$ cat config.mk
export PLATFORM = sky130hd
export DESIGN_NAME = mem_1r1w_arbiter
export DESIGN_NICKNAME = d
export VERILOG_FILES = /design/src/rtl/mem_1r1w_arbiter.sv
export SDC_FILE = /design/constraint.sdc
export NUM_CORES = 1
export LEC_CHECK = 0
export CAP_MARGIN = 20
export CORE_AREA = 2 2 160 162
export DETAILED_ROUTE_END_ITERATION = 7
export DIE_AREA = 0 0 162 164
export PLACE_DENSITY_LB_ADDON = 0.15
export RECOVER_POWER = 25
export SLEW_MARGIN = 20
export SYNTH_ARGS = -nofsm -noshare
export SYNTH_HDL_FRONTEND = slang
export SYNTH_SLANG_ARGS = --single-unit
$ cat constraint.sdc
create_clock -name clock -period 1.6 [get_ports clock]
set_input_delay 0.24 -clock clock [delete_from_list [all_inputs] [get_ports clock]]
set_output_delay 0.24 -clock clock [all_outputs]
set_load 0.02 [all_outputs]
$ cat src/rtl/mem_1r1w_arbiter.sv
// rtl/mem_1r1w_arbiter.sv - two-client arbiter with zero-fill for a 1R1W read-first registered-read macro
module mem_1r1w_arbiter #(
  parameter int ADDR_W = 5,
  parameter int DATA_W = 64
) (
  input  logic              clock,
  input  logic              reset,

  input  logic              c0_req_valid,
  output logic              c0_req_ready,
  input  logic              c0_req_write,
  input  logic [ADDR_W-1:0] c0_req_addr,
  input  logic [DATA_W-1:0] c0_req_wdata,
  output logic              c0_resp_valid,
  output logic [DATA_W-1:0] c0_resp_data,

  input  logic              c1_req_valid,
  output logic              c1_req_ready,
  input  logic              c1_req_write,
  input  logic [ADDR_W-1:0] c1_req_addr,
  input  logic [DATA_W-1:0] c1_req_wdata,
  output logic              c1_resp_valid,
  output logic [DATA_W-1:0] c1_resp_data,

  output logic [ADDR_W-1:0] mem_raddr,
  input  logic [DATA_W-1:0] mem_rdata,
  output logic              mem_wen,
  output logic [ADDR_W-1:0] mem_waddr,
  output logic [DATA_W-1:0] mem_wdata,

  output logic              init_done
);

  localparam logic [ADDR_W-1:0] LAST_ADDR = {ADDR_W{1'b1}};

  typedef enum logic {
    INIT = 1'b0,
    RUN  = 1'b1
  } state_t;

  state_t            state_q, state_d;
  logic [ADDR_W-1:0] fill_cnt_q, fill_cnt_d;
  logic              rd_pri_q, rd_pri_d;
  logic              wr_pri_q, wr_pri_d;
  logic              pend_valid_q, pend_valid_d;
  logic              pend_id_q, pend_id_d;

  logic rd_req0, rd_req1, wr_req0, wr_req1;
  logic rd_gnt0, rd_gnt1, wr_gnt0, wr_gnt1;

  always_ff @(posedge clock or negedge reset) begin
    if (!reset) begin
      state_q      <= INIT;
      fill_cnt_q   <= '0;
      rd_pri_q     <= 1'b0;
      wr_pri_q     <= 1'b0;
      pend_valid_q <= 1'b0;
      pend_id_q    <= 1'b0;
    end else begin
      state_q      <= state_d;
      fill_cnt_q   <= fill_cnt_d;
      rd_pri_q     <= rd_pri_d;
      wr_pri_q     <= wr_pri_d;
      pend_valid_q <= pend_valid_d;
      pend_id_q    <= pend_id_d;
    end
  end

  // Read and write ports are arbitrated independently; a priority bit of 1 favours client 1.
  always_comb begin
    rd_req0 = c0_req_valid & ~c0_req_write;
    rd_req1 = c1_req_valid & ~c1_req_write;
    wr_req0 = c0_req_valid &  c0_req_write;
    wr_req1 = c1_req_valid &  c1_req_write;

    rd_gnt0 = 1'b0;
    rd_gnt1 = 1'b0;
    wr_gnt0 = 1'b0;
    wr_gnt1 = 1'b0;
    if (state_q == RUN) begin
      rd_gnt0 = rd_req0 & (~rd_req1 | ~rd_pri_q);
      rd_gnt1 = rd_req1 & (~rd_req0 |  rd_pri_q);
      wr_gnt0 = wr_req0 & (~wr_req1 | ~wr_pri_q);
      wr_gnt1 = wr_req1 & (~wr_req0 |  wr_pri_q);
    end
  end

  always_comb begin
    state_d      = state_q;
    fill_cnt_d   = fill_cnt_q;
    rd_pri_d     = rd_pri_q;
    wr_pri_d     = wr_pri_q;
    pend_valid_d = 1'b0;
    pend_id_d    = pend_id_q;

    mem_raddr    = '0;
    mem_wen      = 1'b0;
    mem_waddr    = '0;
    mem_wdata    = '0;

    unique case (state_q)
      INIT: begin
        mem_wen    = 1'b1;
        mem_waddr  = fill_cnt_q;
        fill_cnt_d = fill_cnt_q + 1'b1;
        if (fill_cnt_q == LAST_ADDR) begin
          state_d = RUN;
        end
      end

      RUN: begin
        // On contention the winner hands priority to the loser.
        if (rd_req0 && rd_req1) begin
          rd_pri_d = ~rd_pri_q;
        end
        if (wr_req0 && wr_req1) begin
          wr_pri_d = ~wr_pri_q;
        end

        if (rd_gnt0) begin
          mem_raddr = c0_req_addr;
        end else if (rd_gnt1) begin
          mem_raddr = c1_req_addr;
        end
        pend_valid_d = rd_gnt0 | rd_gnt1;
        if (rd_gnt0 | rd_gnt1) begin
          pend_id_d = rd_gnt1;
        end

        if (wr_gnt0) begin
          mem_wen   = 1'b1;
          mem_waddr = c0_req_addr;
          mem_wdata = c0_req_wdata;
        end else if (wr_gnt1) begin
          mem_wen   = 1'b1;
          mem_waddr = c1_req_addr;
          mem_wdata = c1_req_wdata;
        end
      end

      default: begin
        state_d = INIT;
      end
    endcase
  end

  always_comb begin
    c0_req_ready  = rd_gnt0 | wr_gnt0;
    c1_req_ready  = rd_gnt1 | wr_gnt1;
    c0_resp_valid = pend_valid_q & ~pend_id_q;
    c1_resp_valid = pend_valid_q &  pend_id_q;
    c0_resp_data  = c0_resp_valid ? mem_rdata : '0;
    c1_resp_data  = c1_resp_valid ? mem_rdata : '0;
    init_done     = (state_q == RUN);
  end

endmodule

==> results.txt, run 1 <==
Setup Skew - 0.0003648 ns
Cell taking the most area after synthesis - a22o_1
Clk Latency, worst-skew pair - 0.24 ns
Post-synthesis sequential area ratio - 11.58%
Max VDD drop - 368.1 uV
Placed insts - 1045
Switching share of power - 38.13%
Startpoint Class - flop
Nets - 973
Gpl congestion - 0.9194
Fin Hold WS - 0.4065 ns
CP Max Fanout - 13
Yosys reg bits - 10
Most common cell after layout, fill and taps aside - clkdlybuf4s50_1
FF-to-FF setup slack - 0.04 ns
Final period util - 123.4%
Gr ovfl total - 0
Pre-CTS setup slack - -0.9951 ns
Final worst path period need - 1.975 ns
Post-synth EDFFs - 0
Initial Util - 8.706%
Die ar. - 0.02657 mm^2
Sequential share of power - 7.8%
Die Width - 162 um
Maximum buffer depth of the clock tree - 2
Total core area - 0.02482 mm^2
Vias in the first global route - 4537
Leading cell types in the layout, fill and taps excluded - 202 x clkdlybuf4s50_1, 156 x buf_6, 64 x and2_4, 64 x buf_2, 62 x and3_1
I/O Pins - 416
Slew @ Worst Pin - 0.4896 ns
Finished Layout Cells - 1093
Max cap viols - 0
HPWL after detailed placement - 13570 um
Met3 Use GR - 3.434%
Unrepaired setup endpoints after global routing - true
Most used routing layer - met2
Final ANT Viol Nets - 0
DR WL/cell - 17.03 um
Total Negative Setup Slacks - -28.50 ns
First-pass DRT Iterations - 4
First-pass GRT wire length - 25940 um
Primary FF master, synth - dfrtp_1
CTS buffer count - 3
WS Path Type - reg2out
Clock power frac - 11.9%
Syn_nets - 504
TritonCTS Sinks - 10
Drt initial violations - 142
Top post-synthesis cells by area - a22o_1 28%, and2_1 19%, and3_1 19%
P_int - 2.570 mW
Residual DRC - 0
R2r startpoint - fill_cnt_q[0]
IO buf count - 415
Comb pwr share - 80.3%
Largest net degree at the start of global routing - 37
Syn_area_per_cell - 7.350 um^2
Final Max Tran Viols - 0
Pleak - 3.914 nW
Final Setup Violations - 140
WL final - 18610 um
Synth top area share - 27.97%
Power per cell area - 517.7 mW/mm^2
H-tree depth - 1
Tightest Hold Check Type - in2async
Status - complete, but fails checks
P_sw - 1.584 mW
Layout cells sized above 1 - 51.71%
FMAX - 506.3 MHz
Drt via density - 3.968
GR Util met1 - 12.49%
Syn-to-layout area delta - 271.3%
Cell Area, Placed - 0.007137 mm^2
Cts hold-fix bufs - 0
Clock slew at reported path FFs - 0.04 ns
Cell count after synthesis - 294
Die Span Y - 164 um
GRT Util Overall - 12.44%
Via count - 4337
Rows - 58
Initial antenna violation count - 1
CTS root buf - clkbuf_16
Worst reg2reg path endpoint - fill_cnt_q[4]
Crit path arrival time - 1.74 ns
Hold Violations, Final - 0
YS warnings - 0
Netlist cell types - 26
Async set or reset register ratio after synthesis - 100.0%
CP required - 1.36 ns
Cell area after layout - 0.008023 mm^2
Max_slew headroom - 67.25%
Failing checks - negative setup slack
TritonCTS clock tree - done
Crit. End Element - output pin
R2R depth - 5
Setup ws final - -0.3751 ns
Cell Area, Synth - 0.002161 mm^2
Grt met2 use - 25.26%
==> power groups by stage <==
stage / combinational [mW] / sequential [mW] / clock, mW
finish: 3.33 / 0.325 / 0.495
detailed placement: 2.76 / 0.325 / 0
global placement: 2.76 / 0.328 / 0
global route: 3.51 / 0.328 / 0.523
floorplan: 1.13 / 0.308 / 0
CTS: 3.18 / 0.325 / 0.507
==> through the flow <==
| stage | power [mW] | util [%] |
|---|---|---|
| after floorplan | 1.440 | - |
| after global placement | 3.090 | 28.76 |
| after detailed placement | 3.084 | 28.76 |
| after CTS | 4.016 | 31.29 |
| after global routing | 4.359 | 32.33 |
| final | 4.154 | 32.33 |
==> cell families after synthesis <==
logic type	synth area share, %
xor+xnor	2.027
flops	11.58
simple gates	42.85
buf+inv	7.759
mux	1.042
compound gates	33.58
fa+ha+maj	1.158
==> worst max-delay path by stage <==
stage | start | cells past startpoint | to
after floorplan | init_done | 4 | mem_wdata[10]
after global placement | c1_req_write | 7 | mem_wdata[29]
after detailed placement | c1_req_write | 7 | mem_wdata[29]
after CTS | init_done | 7 | mem_waddr[0]
after global routing | wr_pri_q | 6 | mem_wdata[49]
final | init_done | 7 | mem_waddr[0]
==> state kept, by name (all words and copies together) (netlist names) <==
register	count
rd_pri_q	1
pend_id_q	1
wr_pri_q	1
pend_valid_q	1
fill_cnt_q	5
init_done	1
==> what timing repair did <==
item                       4_1_cts  5_1_grt
hold endpoints to repair         0        0
setup endpoints to repair      208      156
cloned                          14        1
pin swaps                       30       59
gates resized for setup       1140      104
setup buffers                   25       12
==> per-layer routing <==
| layer | share of wire (%) | vias to the layer above |
|---|---|---|
| li1 | - | 2039 |
| met2 | 54 | 282 |
| met4 | 1.9 | 0 |
| met3 | 9.7 | 18 |
| met1 | 34 | 1998 |
| met5 | 0 | - |
==> area by class of cell <==
class,count,area [um^2]
fill,2636,16800
timing repair buffer,501,5160
multi-input combinational,243,2090
tap,330,412.9
sequential,10,254.0
clock buffer,4,88.84
inverter,4,15.01
antenna,1,2.502
==> cell usage after synthesis (all sizes together) (2+ instances only) <==
cell type,count
and3,65
mux2,2
nand3,3
nor2b,6
dfrtp,10
a21oi,4
buf,9
and2,65
nand2,6
a221o,5
ha,2
clkbuf,28
xnor2,4
nor2,3
a311oi,2
or2,2
inv,4
a22o,69
==> worst max-delay path: stages, from the launching register on <==
cell and delay, ns:
dfrtp_2 0.42, buf_6 0.14, nand3_4 0.09, a31oi_4 0.04, buf_12 0.17, buf_12 0.14, a221o_1 0.34, buf_2 0.16
Note: power is estimated with default switching activity, not from simulation.
==> run 2, diff against run 1 <==
--- a/config.mk
+++ b/config.mk
@@ -9,6 +9,7 @@
 export CORE_AREA = 2 2 160 162
 export DETAILED_ROUTE_END_ITERATION = 7
 export DIE_AREA = 0 0 162 164
+export GPL_TIMING_DRIVEN = 1
 export PLACE_DENSITY_LB_ADDON = 0.15
 export RECOVER_POWER = 25
 export SLEW_MARGIN = 20
==> results of run 2 <==
The final DEF is identical to that of run 1; final timing and power are the same.
==> RTL edit (flow settings as in run 2) <==
The parameter `ADDR_W` goes from 5 to 4.
--- a/src/rtl/mem_1r1w_arbiter.sv
+++ b/src/rtl/mem_1r1w_arbiter.sv
@@ -1,6 +1,6 @@
 // rtl/mem_1r1w_arbiter.sv - two-client arbiter with zero-fill for a 1R1W read-first registered-read macro
 module mem_1r1w_arbiter #(
-  parameter int ADDR_W = 5,
+  parameter int ADDR_W = 4,
   parameter int DATA_W = 64
 ) (
   input  logic              clock,
Ports: changed (resized c0_req_addr, c1_req_addr, mem_raddr and mem_waddr); port bits go from 416 to 412. The function was not compared with the original's and may differ.
==> RTL edit against run 2 <==
- the run still ends with negative setup slack left
- sequential cell count shrank 1
- setup slack improved by 0.019 ns
- area after synthesis is the same
- fmax is 0.96% higher
- final area increased by 6.3%
- total power rose by 6.0%
- wire length rose by 9.4%
==> RTL edit: results (changes against run 2) <==
The flow ran to the end, but the final reports show violations. For the power attributed to the clock group, the log shows 439 uW (-11%). The run gives 6870 um^2 (-3.8%) as the placed cell area. The count of filler cells inserted in the layout is 2476 (-6.1%).

For the power spent charging and discharging nets, the log shows 1.67 mW (+5.5%). The tools report the arrival time at the worst endpoint as 1.72 ns (-0.02 ns). The number of port buffers is 411 (-0.96%), and the combinational gate power is 3.66 mW (+9.9%).

The wire length reported by the detailed router came out at 20.4 mm (+9.4%). The final worst-path setup slack was -0.356 ns (+0.0188 ns); the number of setup violations in the final report was 177 (+26%). The tools report the placer congestion estimate as 0.846 (-8.0%). The run gives -27.91 ns (+0.586 ns) as the final sum of negative setup slack. The run gives 971 (-0.21%) as the number of nets in the layout. The DRC marker count from the first detailed-route iteration is 155 (+9.2%), and the number of placed cells counting well taps is 1035 (-0.96%). Critical path's largest stage delay: 0.39 ns (-0.03 ns). The checks that failed: negative setup slack. Worst clock skew: 0.00111 ns (+0.000744 ns). The post-layout utilization of the core is 34.4% (+2.0 points). By area the synthesized netlist is led by sky130_fd_sc_hd__a22o_1 (26%), sky130_fd_sc_hd__and2_1 (20%), sky130_fd_sc_hd__and3_1 (19%).

The share of synthesized area occupied by flip-flops and latches came out at 10.4% (-1.2 points). The leakage power figure came out at 3.86 nW (-1.4%). The worst setup slack before clock tree synthesis is -0.931 ns (+0.0639 ns).

For the maximum ir drop on the vdd rail, the log shows 0.358 mV (-2.6%). By count the netlist is led by sky130_fd_sc_hd__and2_1 (68), sky130_fd_sc_hd__and3_1 (65), sky130_fd_sc_hd__a22o_1 (64). The first-pass GRT wire length was 25.7 mm (-0.77%).

The max-slew headroom at the worst pin came out at 71.5% (+4.3 points). The flip-flop count of the largest register, all copies and words added was 4 (-1); the maximum number of pins on one net before global-route repair was 30 (-19%). The per-cell via count in the routed design was 3.95 (-0.57%).
## RTL edit: cell count changes after synthesis, sizes merged, moves of 3 or more
| cell | delta |
|---|---|
| a21oi | -3 |
| a22o | -5 |
| and2 | +3 |
| buf | +5 |
| clkbuf | -4 |
| inv | -3 |
## RTL edit: layout make-up
cell class                      instances  area share (%)
Antenna cell                            2          0.0587
Clock buffer                            4           0.924
Inverter                                1          0.0440
Multi-Input combinational cell        249            26.1
Sequential cell                         9            2.69
Tap cell                              330            4.84
Timing Repair Buffer                  500            65.3
## RTL edit: cells by family after synthesis
logic type,after synthesis,share of synthesized area (%)
flops,9,10.4
buf+inv,39,8.45
mux,1,0.521
simple gates,165,46.8
compound gates,77,31.2
xor+xnor,5,2.03
fa+ha+maj,1,0.579
## RTL edit: repair_timing
item / 4_1_cts / 5_1_grt
hold endpoints to repair: 0 / 0
pin swaps: 42 / 55
gates resized for setup: 1083 / 300
endpoints found under the setup margin: 205 / 185
buffers inserted: 20 / 18
gates cloned: 10 / 15
## RTL edit: final timing paths
check                         startpoint       endpoint  slack, ns  cells after the start
max in group asynchronous          reset      pend_id_q       0.89                      1
min in group clock         fill_cnt_q[3]  fill_cnt_q[3]       0.51                      1
hold / removal                     reset  fill_cnt_q[0]       0.39                      1
hold reg to reg            fill_cnt_q[3]  fill_cnt_q[3]       0.51                      1
setup / recovery                wr_pri_q   mem_waddr[3]      -0.36                      7
setup reg to reg               init_done       rd_pri_q       0.31                      5
## RTL edit: layer usage
layer	routed length, um	track usage, %	vias up
li1	-	-	2045
met1	7500	13.9	2047
met2	11300	24.3	218
met3	1410	2.83	10
met4	153	1.57	0
met5	0	0	-
## RTL edit: critical path: cells and delay by family, from the launching register on
kind / cells / cell delay (ns)
buf+inv: 5 / 0.68
compound gates: 2 / 0.41
flops: 1 / 0.39
